[config.mk]
export PLATFORM = sky130hd
export DESIGN_NAME = temp_link_scheduler
export DESIGN_NICKNAME = d
export VERILOG_FILES = /design/src/rtl/temp_link_pkg.sv /design/src/rtl/alarm_rr_arbiter.sv /design/src/rtl/temp_link_scheduler.sv
export SDC_FILE = /design/constraint.sdc
export NUM_CORES = 1
export LEC_CHECK = 0
export CAP_MARGIN = 20
export CORE_MARGIN = 8
export CORE_UTILIZATION = 57
export CTS_CLUSTER_DIAMETER = 200
export DETAILED_ROUTE_END_ITERATION = 10
export GPL_TIMING_DRIVEN = 1
export PLACE_DENSITY = 0.85
export SETUP_SLACK_MARGIN = 0.2
export SKIP_LAST_GASP = 1
export SLEW_MARGIN = 10
export SYNTH_ARGS = -nofsm -noshare
export SYNTH_HDL_FRONTEND = slang
export SYNTH_SLANG_ARGS = --single-unit
[constraint.sdc]
create_clock -name tranclk -period 5.89 [get_ports tranclk]
set_input_delay 1.178 -clock tranclk [delete_from_list [all_inputs] [get_ports tranclk]]
set_output_delay 1.178 -clock tranclk [all_outputs]
set_load 0.02 [all_outputs]
[src/rtl/temp_link_pkg.sv]
// rtl/temp_link_pkg.sv - shared types, frame constants and checksum for the temperature link
package temp_link_pkg;

    typedef enum logic [1:0] {
        IDLE = 2'd0,
        SEND = 2'd1,
        GAP  = 2'd2
    } state_t;

    localparam int FRAME_BYTES   = 4;
    localparam int BITS_PER_BYTE = 10;

    // Field positions inside the id byte (B1)
    localparam int ALARM_BIT = 7;
    localparam int ID_LSB    = 0;

    function automatic logic [7:0] frame_checksum(input logic [7:0] b0,
                                                  input logic [7:0] b1,
                                                  input logic [7:0] b2);
        return b0 ^ b1 ^ b2;
    endfunction

endpackage

[src/rtl/alarm_rr_arbiter.sv]
// rtl/alarm_rr_arbiter.sv - three-way round-robin arbiter where alarmed requesters pre-empt the rest
// Ports:
//   tranclk, rst  : clock, synchronous active-high reset (pointer -> 2, core 0 first)
//   req[2:0]      : requesting cores
//   alarm[2:0]    : per-core high-priority flag
//   grant_en      : accept the current grant and move the pointer to the winner
//   grant[2:0]    : one-hot winner (zero when req is zero)
//   grant_idx     : binary index of the winner
module alarm_rr_arbiter
    import temp_link_pkg::*;
(
    input  logic       tranclk,
    input  logic       rst,
    input  logic [2:0] req,
    input  logic [2:0] alarm,
    input  logic       grant_en,
    output logic [2:0] grant,
    output logic [1:0] grant_idx
);

    logic [1:0] ptr_q;
    logic [2:0] cand;
    logic [2:0] sum;
    logic       found;

    always_ff @(posedge tranclk) begin
        if (rst) begin
            ptr_q <= 2'd2;
        end else if (grant_en && (req != 3'b000)) begin
            ptr_q <= grant_idx;
        end
    end

    // Alarmed requesters form the candidate set when any exist; the
    // pointer rotation itself is the same either way.
    always_comb begin
        cand      = ((req & alarm) != 3'b000) ? (req & alarm) : req;
        grant_idx = 2'd0;
        found     = 1'b0;
        sum       = 3'd0;
        for (int k = 1; k <= 3; k++) begin
            sum = {1'b0, ptr_q} + 3'(k);
            if (sum >= 3'd3) begin
                sum = sum - 3'd3;
            end
            if (!found && cand[sum[1:0]]) begin
                found     = 1'b1;
                grant_idx = sum[1:0];
            end
        end
        grant = found ? (3'b001 << grant_idx) : 3'b000;
    end

endmodule

[src/rtl/temp_link_scheduler.sv]
// rtl/temp_link_scheduler.sv - arbitrates three core temperature samples into framed UART packets
// Ports:
//   tranclk, rst      : bit-time clock, synchronous active-high reset
//   req[2:0]          : per-core sample request, held until ack
//   temp0/1/2         : per-core temperature
//   ack[2:0]          : one-cycle pulse when a core's sample is latched
//   tx                : registered UART line, idle high
//   busy              : grant through end of gap
//   frame_done        : pulse in the first gap cycle
module temp_link_scheduler
    import temp_link_pkg::*;
#(
    parameter logic [7:0] SYNC_BYTE  = 8'hA5,
    parameter logic [7:0] ALARM_TEMP = 8'd85,
    parameter int         GAP_BITS   = 2
) (
    input  logic       tranclk,
    input  logic       rst,
    input  logic [2:0] req,
    input  logic [7:0] temp0,
    input  logic [7:0] temp1,
    input  logic [7:0] temp2,
    output logic [2:0] ack,
    output logic       tx,
    output logic       busy,
    output logic       frame_done
);

    state_t     state_q, state_d;
    logic [1:0] byte_idx_q, byte_idx_d;
    logic [3:0] bit_idx_q, bit_idx_d;
    logic [3:0] gap_cnt_q, gap_cnt_d;
    logic       tx_q, tx_d;
    logic [2:0] ack_q, ack_d;
    logic       busy_q, busy_d;
    logic       frame_done_q, frame_done_d;
    logic [7:0] temp_q, temp_d;
    logic [7:0] id_q, id_d;

    logic [2:0] alarm;
    logic [2:0] grant;
    logic [1:0] grant_idx;
    logic       grant_en;
    logic [7:0] temp_sel;
    logic [7:0] cur_byte;

    assign alarm    = {temp2 >= ALARM_TEMP, temp1 >= ALARM_TEMP, temp0 >= ALARM_TEMP};
    assign grant_en = (state_q == IDLE);

    alarm_rr_arbiter u_arb (
        .tranclk   (tranclk),
        .rst       (rst),
        .req       (req),
        .alarm     (alarm),
        .grant_en  (grant_en),
        .grant     (grant),
        .grant_idx (grant_idx)
    );

    always_comb begin
        case (grant_idx)
            2'd1:    temp_sel = temp1;
            2'd2:    temp_sel = temp2;
            default: temp_sel = temp0;
        endcase
    end

    always_comb begin
        case (byte_idx_q)
            2'd0:    cur_byte = SYNC_BYTE;
            2'd1:    cur_byte = id_q;
            2'd2:    cur_byte = temp_q;
            default: cur_byte = frame_checksum(SYNC_BYTE, id_q, temp_q);
        endcase
    end

    // tx_d is the bit that will be on the line in the next cycle, so the
    // counters always describe the bit currently being driven.
    always_comb begin
        state_d      = state_q;
        byte_idx_d   = byte_idx_q;
        bit_idx_d    = bit_idx_q;
        gap_cnt_d    = gap_cnt_q;
        tx_d         = tx_q;
        ack_d        = 3'b000;
        busy_d       = busy_q;
        frame_done_d = 1'b0;
        temp_d       = temp_q;
        id_d         = id_q;
        case (state_q)
            IDLE: begin
                tx_d = 1'b1;
                if (req != 3'b000) begin
                    state_d                = SEND;
                    ack_d                  = grant;
                    busy_d                 = 1'b1;
                    tx_d                   = 1'b0;
                    byte_idx_d             = 2'd0;
                    bit_idx_d              = 4'd0;
                    temp_d                 = temp_sel;
                    id_d                   = 8'h00;
                    id_d[ALARM_BIT]        = (temp_sel >= ALARM_TEMP);
                    id_d[ID_LSB +: 2]      = grant_idx;
                end
            end
            SEND: begin
                if (bit_idx_q == 4'(BITS_PER_BYTE - 1)) begin
                    bit_idx_d = 4'd0;
                    if (byte_idx_q == 2'(FRAME_BYTES - 1)) begin
                        state_d      = GAP;
                        byte_idx_d   = 2'd0;
                        gap_cnt_d    = 4'd0;
                        tx_d         = 1'b1;
                        frame_done_d = 1'b1;
                    end else begin
                        byte_idx_d = byte_idx_q + 2'd1;
                        tx_d       = 1'b0;
                    end
                end else begin
                    bit_idx_d = bit_idx_q + 4'd1;
                    // Next bit 9 is the stop bit; bits 1..8 carry data LSB first.
                    if (bit_idx_q == 4'(BITS_PER_BYTE - 2)) begin
                        tx_d = 1'b1;
                    end else begin
                        tx_d = cur_byte[bit_idx_q[2:0]];
                    end
                end
            end
            GAP: begin
                tx_d = 1'b1;
                if (gap_cnt_q == 4'(GAP_BITS - 1)) begin
                    state_d   = IDLE;
                    gap_cnt_d = 4'd0;
                    busy_d    = 1'b0;
                end else begin
                    gap_cnt_d = gap_cnt_q + 4'd1;
                end
            end
            default: begin
                state_d = IDLE;
                tx_d    = 1'b1;
                busy_d  = 1'b0;
            end
        endcase
    end

    always_ff @(posedge tranclk) begin
        if (rst) begin
            state_q      <= IDLE;
            byte_idx_q   <= 2'd0;
            bit_idx_q    <= 4'd0;
            gap_cnt_q    <= 4'd0;
            tx_q         <= 1'b1;
            ack_q        <= 3'b000;
            busy_q       <= 1'b0;
            frame_done_q <= 1'b0;
            temp_q       <= 8'h00;
            id_q         <= 8'h00;
        end else begin
            state_q      <= state_d;
            byte_idx_q   <= byte_idx_d;
            bit_idx_q    <= bit_idx_d;
            gap_cnt_q    <= gap_cnt_d;
            tx_q         <= tx_d;
            ack_q        <= ack_d;
            busy_q       <= busy_d;
            frame_done_q <= frame_done_d;
            temp_q       <= temp_d;
            id_q         <= id_d;
        end
    end

    assign ack        = ack_q;
    assign tx         = tx_q;
    assign busy       = busy_q;
    assign frame_done = frame_done_q;

endmodule

======== Word-level counts from Yosys, hierarchy flattened ========
Index checks and enable logic that the tools add are counted.
storage, ports and cells
  flip-flop bits (word level) ............. 31
  bits of input ports ..................... 29
  word-level logic and storage cells ...... 117
operators by class
  add/subtract/negate cells ............... 9
  $lt $le $gt $ge ......................... 11
  equal/unequal tests ..................... 14
  shifts and indexed selects .............. 1
  multiplexer cells ....................... 44
  bitwise logic cells ..................... 8
  reductions and logical operators ........ 19
operators with widths
  operator                                                           number
  greater-or-equal comparator 8 x 7 -> 1 bit, second input constant  4
  two-way mux 2 bit                                                  13
  case mux 8 bit (3 select lines)                                    1
  two-way mux 4 bit                                                  5
  case mux 4 bit (2 select lines)                                    2
  case mux 8 bit (2 select lines)                                    1
  two-way mux 1 bit                                                  13
  greater-or-equal comparator 3 x 2 -> 1 bit, second input constant  3
  less-than comparator 2 x 3 -> 1 bit, second input constant         3
  AND reduction 3 bit                                                3
  adder 4 x 1 -> 4 bit, second input constant                        2
  == test 2 bit, second input constant                               4
  == test 4 bit, second input constant                               2
  != test 2 bit, second input constant                               4
  bitwise XOR 8 bit                                                  1
  adder 2 x 2 -> 3 bit, second input constant                        2
  binary-select mux 1 bit (select 2 bit)                             3
  == test 2 x 1 -> 1 bit, second input constant                      3
  case mux 2 bit (3 select lines)                                    1
  nonzero test 3 bit                                                 2
  subtractor 2 bit, second input constant                            3
  NOT 1 bit                                                          5
  == test 4 x 1 -> 1 bit, second input constant                      1
  logical NOT 2 bit                                                  2
  other kinds (18)                                                   23

======== Depth between registers and ports, before layout ========
  word-level depth ........................ 16
  gate-level depth with buffers ........... 16

======== By module ========
A second synthesis with hierarchy kept.
unflattened totals
  cell total of the unflattened synthesis .. 273
  area, all modules ....................... 2109.5 um^2
by module, submodules not included
  module               instances  cells an instance  area each (um^2)  sequential area each (um^2)
  temp_link_scheduler  1          225                1706.6            580.6
  alarm_rr_arbiter     1          48                 402.9             40.0

======== Least setup slack after synthesis ========
Ideal clock, no wire load.
  path type ............................... input-to-reg
  start ................................... input temp1[5]
  end ..................................... register id_q[7]
  data arrival time ....................... 3.510 ns
  slack ................................... 2.247 ns
  cell stages on the path ................. 13
  buffers on the path ..................... 1
  cell sequence ........................... o21ai_2 -> a221oi_2 -> a21o_1 -> a221oi_2 -> a2111oi_2 -> inv_2 -> ha_1 -> clkbuf_1 -> o21ai_0 -> o21ai_0 -> a21oi_1 -> nor3_1 -> nor3_1
between the ends
  word-level cells in the longest chain between the ends .. 16
  elaborated cells on any way between the ends .. 23
  those cells by class .................... order compare (2); eq/ne (2); mux (13); bitwise (1); reduce/logical (5)
RTL lines
  element                                                         line                        text
  from (decl)                                                     temp_link_scheduler.sv:21   input logic [7:0] temp1,
  greater-or-equal comparator 8 x 7 -> 1 bit *                    temp_link_scheduler.sv:47   assign alarm = {temp2 >= ALARM_TEMP, temp1 >= ALARM_TEMP, temp0 >= ALARM_TEMP};
  AND 3 bit *                                                     alarm_rr_arbiter.sv:37      cand = ((req & alarm) != 3'b000) ? (req & alarm) : req;
  nonzero test 3 bit                                              alarm_rr_arbiter.sv:37
  two-way mux 3 bit *                                             alarm_rr_arbiter.sv:37
  binary-select mux 1 bit (select 2 bit)                          alarm_rr_arbiter.sv:46      if (!found && cand[sum[1:0]]) begin
  two-way mux 1 bit (implied by the code)                         alarm_rr_arbiter.sv:46
  two-way mux 1 bit                                               alarm_rr_arbiter.sv:46
  logical NOT 1 bit                                               alarm_rr_arbiter.sv:46
  logical AND 1 bit                                               alarm_rr_arbiter.sv:46
  two-way mux 1 bit                                               alarm_rr_arbiter.sv:46
  logical NOT 1 bit                                               alarm_rr_arbiter.sv:46
  logical AND 1 bit                                               alarm_rr_arbiter.sv:46
  two-way mux 2 bit *                                             alarm_rr_arbiter.sv:46
  net grant_idx[0]                                                temp_link_scheduler.sv:42   logic [1:0] grant_idx;
  == test 2 bit / == test 2 x 1 -> 1 bit (equally long branches)  temp_link_scheduler.sv:61   case (grant_idx)
  case mux 8 bit (2 select lines) *                               temp_link_scheduler.sv:61
  greater-or-equal comparator 8 x 7 -> 1 bit *                    temp_link_scheduler.sv:102  id_d[ALARM_BIT] = (temp_sel >= ALARM_TEMP);
  to (signal assigned)                                            temp_link_scheduler.sv:169  id_q <= id_d;
  to (decl)                                                       temp_link_scheduler.sv:38   logic [7:0] id_q, id_d;
The timed path passes the listed nets; every way through them passes the cells marked *. The select of a mux whose other input is x is not followed.
A chain may end at the register's enable or synchronous reset.

======== Final worst setup path ========
  start ................................... input temp0[5]
  end ..................................... register id_q[7]
between the ends
  word-level cells in the longest chain between the ends .. 16
  elaborated cells on any way between the ends .. 23
  those cells by class .................... order compare (2); eq/ne (2); mux (13); bitwise (1); reduce/logical (5)
RTL lines
  element                                                         line                        text
  from (decl)                                                     temp_link_scheduler.sv:20   input logic [7:0] temp0,
  greater-or-equal comparator 8 x 7 -> 1 bit *                    temp_link_scheduler.sv:47
  AND 3 bit *                                                     alarm_rr_arbiter.sv:37
  nonzero test 3 bit                                              alarm_rr_arbiter.sv:37
  two-way mux 3 bit *                                             alarm_rr_arbiter.sv:37
  binary-select mux 1 bit (select 2 bit)                          alarm_rr_arbiter.sv:46
  two-way mux 1 bit (implied by the code)                         alarm_rr_arbiter.sv:46
  two-way mux 1 bit                                               alarm_rr_arbiter.sv:46
  logical NOT 1 bit                                               alarm_rr_arbiter.sv:46
  logical AND 1 bit                                               alarm_rr_arbiter.sv:46
  two-way mux 1 bit                                               alarm_rr_arbiter.sv:46
  logical NOT 1 bit                                               alarm_rr_arbiter.sv:46
  logical AND 1 bit                                               alarm_rr_arbiter.sv:46
  two-way mux 2 bit *                                             alarm_rr_arbiter.sv:46
  net grant_idx[0]                                                temp_link_scheduler.sv:42
  == test 2 bit / == test 2 x 1 -> 1 bit (equally long branches)  temp_link_scheduler.sv:61
  case mux 8 bit (2 select lines) *                               temp_link_scheduler.sv:61
  greater-or-equal comparator 8 x 7 -> 1 bit *                    temp_link_scheduler.sv:102
Marked as above.

==> results.json <==
{
  "status": "finished, final reports clean",
  "post-route-drc-count": 0,
  "rows": 21,
  "seq_area_frac_synth": 0.2952,
  "cp_max_fo": 16,
  "syn-instance-count": 272,
  "die_width_um": 75.74,
  "endpoint_kind": "register",
  "grt-ovfl-total": 0,
  "power_mw": 0.5355,
  "startpoint": "temp0[5]",
  "cts_setup_buffers": 0,
  "synth_nets": 312,
  "die_area_mm2": 0.005737,
  "synth_area_per_cell_um2": 7.480,
  "drv_cap": 0,
  "ys_async_sr_fraction": 0,
  "cellLeakagePower_nw": 0.9161,
  "skew_ns": 0.007872,
  "num_vias": 2005,
  "drive_above_1_share": 0.08609,
  "fill_cells": 288,
  "r2r-start": "u_arb.ptr_q[0]",
  "vias_per_cell": 5.761,
  "tns_ns": 0,
  "slew_headroom": 0.5179,
  "cts_inserted_buffers": 5,
  "cellPowerDensity_mw_per_mm2": 218.5,
  "hold_viol_final": 0,
  "regArea_um2": 600.6,
  "timing.hold.ws_ns": 0.4650,
  "num_antenna_cells": 0,
  "hp-start": "temp_q[4]",
  "path_delay_family": "compound AO/OA/AOI/OAI gates",
  "critical_path_arrival_ns": 4.51,
  "path_cells": "clkdlybuf4s50_1, o21ai_2, a221oi_2, o32a_1, a21boi_2, a2111oi_2, inv_2, ha_1, o21ai_0, o21a_1, o21ai_0, a21oi_1, nor3_1, nor3_1",
  "cts_resized": 0,
  "cts-root-buf": "clkbuf_4",
  "yosys_most_used_dff": "dfxtp_1",
  "antenna_found_initial": 0,
  "grt_pass1_vias": 1795,
  "nNetsFinal": 341,
  "crit_buf_inv": 2,
  "synth.cell_area_mm2": 0.002034,
  "start_util": 0.6002,
  "worst_pin_slew_ns": 0.7213,
  "ys_warn_count": 0,
  "synth-edff-count": 0,
  "clock_sinks": 30,
  "max_stage_delay_ns": 0.54,
  "ant_nets": 0,
  "gp_congestion": 0.9532,
  "setup_slack_ns": 1.590,
  "finalCritPeriodShare": 0.7301,
  "worstPathRequired_ns": 6.10,
  "fmax_ghz": 0.2326,
  "slowest_stage": "ha_1",
  "dp_slack_ns": 1.339,
  "setup_viol": 0,
  "dp.cells": 340,
  "die_y_um": 75.74,
  "ios": 35,
  "track_usage": 0.1810,
  "final_cells": 348,
  "drtIter0Drc": 128,
  "drt-pass1-iter-count": 4,
  "h-tree-depth": 2,
  "wire_per_inst_um": 14.08,
  "peakVddDrop_mv": 0.1826,
  "hpwl_mm": 3.686,
  "multiInputGateArea_mm2": 0.001325,
  "grt_start_max_net_pins": 32,
  "slew_viol_final": 0,
  "rsz0062_at_grt": "no",
  "max-clock-path-buffers": 2,
  "cts_hold_buf": 0,
  "min_period_ns": 4.300,
  "area_delta_synth_final_pct": 20.48,
  "portBuffers": 34,
  "synth_cell_types": 46,
  "critPathLaunchType": "primary input",
  "fin_util": 0.7231,
  "grt_pass1_wl_mm": 8.135,
  "clock_latency_ns": 0.33,
  "design_area_mm2": 0.002451,
  "core-area_mm2": 0.003390,
  "cts_tree": "yes",
  "path_clk_slew_ns": 0.09,
  "hold_class": "reg -> reg",
  "path_class": "in -> reg",
  "dpl_cell_area_mm2": 0.002391,
  "ys_seq_elements": 30,
  "wirelength_mm": 4.901
}
sequential cells by signal, indices dropped and copies added, names as in the netlist:
signal and count:
state_q 2, tx 1, frame_done 1, u_arb.ptr_q 2, gap_cnt_q 4, byte_idx_q 2
ack 3, busy 1, id_q 2, bit_idx_q 4, temp_q 8
synthesized netlist by cell type, drive strengths merged (3+ instances only):
| cell type | n | area share |
|---|---|---|
| a2111oi | 3 | 0.016 |
| a211oi | 3 | 0.011 |
| a21o | 4 | 0.015 |
| a21oi | 30 | 0.074 |
| a221oi | 5 | 0.031 |
| a22oi | 10 | 0.037 |
| clkbuf | 13 | 0.024 |
| dfxtp | 30 | 0.30 |
| ha | 11 | 0.068 |
| inv | 16 | 0.030 |
| nand2 | 32 | 0.059 |
| nand2b | 5 | 0.015 |
| nand3 | 3 | 0.0074 |
| nor2 | 37 | 0.068 |
| nor3 | 10 | 0.034 |
| o21a | 4 | 0.015 |
| o21ai | 29 | 0.082 |
| o31ai | 3 | 0.014 |
logic make-up after synthesis:
group	synth area share
AOI/OAI and AO/OA	0.3426
and+or+nand+nor	0.2251
buffers and inverters	0.05350
muxes	0.01599
adders and majority gates	0.06765
DFF	0.2952
path summary, 6_finish.rpt:
kind | endpoint | slack [ns] | cells after the start
setup reg to reg | id_q[7] | 2.34 | 13
setup / recovery | id_q[7] | 1.59 | 14
hold reg to reg | temp_q[4] | 0.46 | 2
hold / removal | temp_q[4] | 0.46 | 2
routing by layer:
| layer | share of wire | GRT usage |
|---|---|---|
| met4 | 0.018 | 0.05544 |
| met2 | 0.44 | 0.2719 |
| met3 | 0.042 | 0.04737 |
| met1 | 0.50 | 0.2445 |
| met5 | 0 | 0 |
final cells by class:
| class | instances | share of cell area |
|---|---|---|
| clock buffer | 7 | 0.02246 |
| timing repair buffer | 35 | 0.1419 |
| inverter | 16 | 0.02450 |
| sequential | 30 | 0.2450 |
| multi-input combinational | 213 | 0.5406 |
| tap | 46 | 0.02348 |
| clock inverter | 1 | 0.002042 |
worst reg2reg max path: stages, from the launching register on:
cell,delay [ns]
dfxtp_1,0.46
inv_1,0.15
ha_1,0.43
inv_1,0.19
nor3_1,0.08
a2111oi_2,0.53
inv_2,0.08
ha_1,0.54
o21ai_0,0.22
o21a_1,0.21
o21ai_0,0.20
a21oi_1,0.10
nor3_1,0.16
nor3_1,0.08
report_power, final:
part | internal [mW] | leakage, nW | switching, mW
logic | 0.0754 | 0.635 | 0.101
registers | 0.218 | 0.245 | 0.0137
clock network | 0.0578 | 0.0353 | 0.0688
layout by cell type (no fill, tap or decap), types with 2 or more instances in the layout:
cell type / netlist / final
a2111oi_0: 2 / 2
a211o_1: 2 / 2
a211oi_1: 3 / 3
a21o_1: 4 / 4
a21oi_1: 30 / 30
a221oi_1: 2 / 2
a221oi_2: 3 / 3
a22oi_1: 10 / 10
clkbuf_4: 0 / 5
clkdlybuf4s50_1: 0 / 34
dfxtp_1: 30 / 30
ha_1: 11 / 11
inv_1: 15 / 15
nand2_1: 32 / 32
nand2b_1: 5 / 5
nand3_1: 3 / 3
nor2_1: 37 / 37
nor2b_1: 2 / 2
nor3_1: 6 / 6
nor3_2: 4 / 4
nor4_1: 2 / 2
o21a_1: 4 / 4
o21ai_0: 21 / 21
o21ai_1: 4 / 4
o21ai_2: 3 / 3
o31ai_1: 2 / 2
or3_1: 2 / 2
Note: power is estimated with default switching activity, not from simulation.
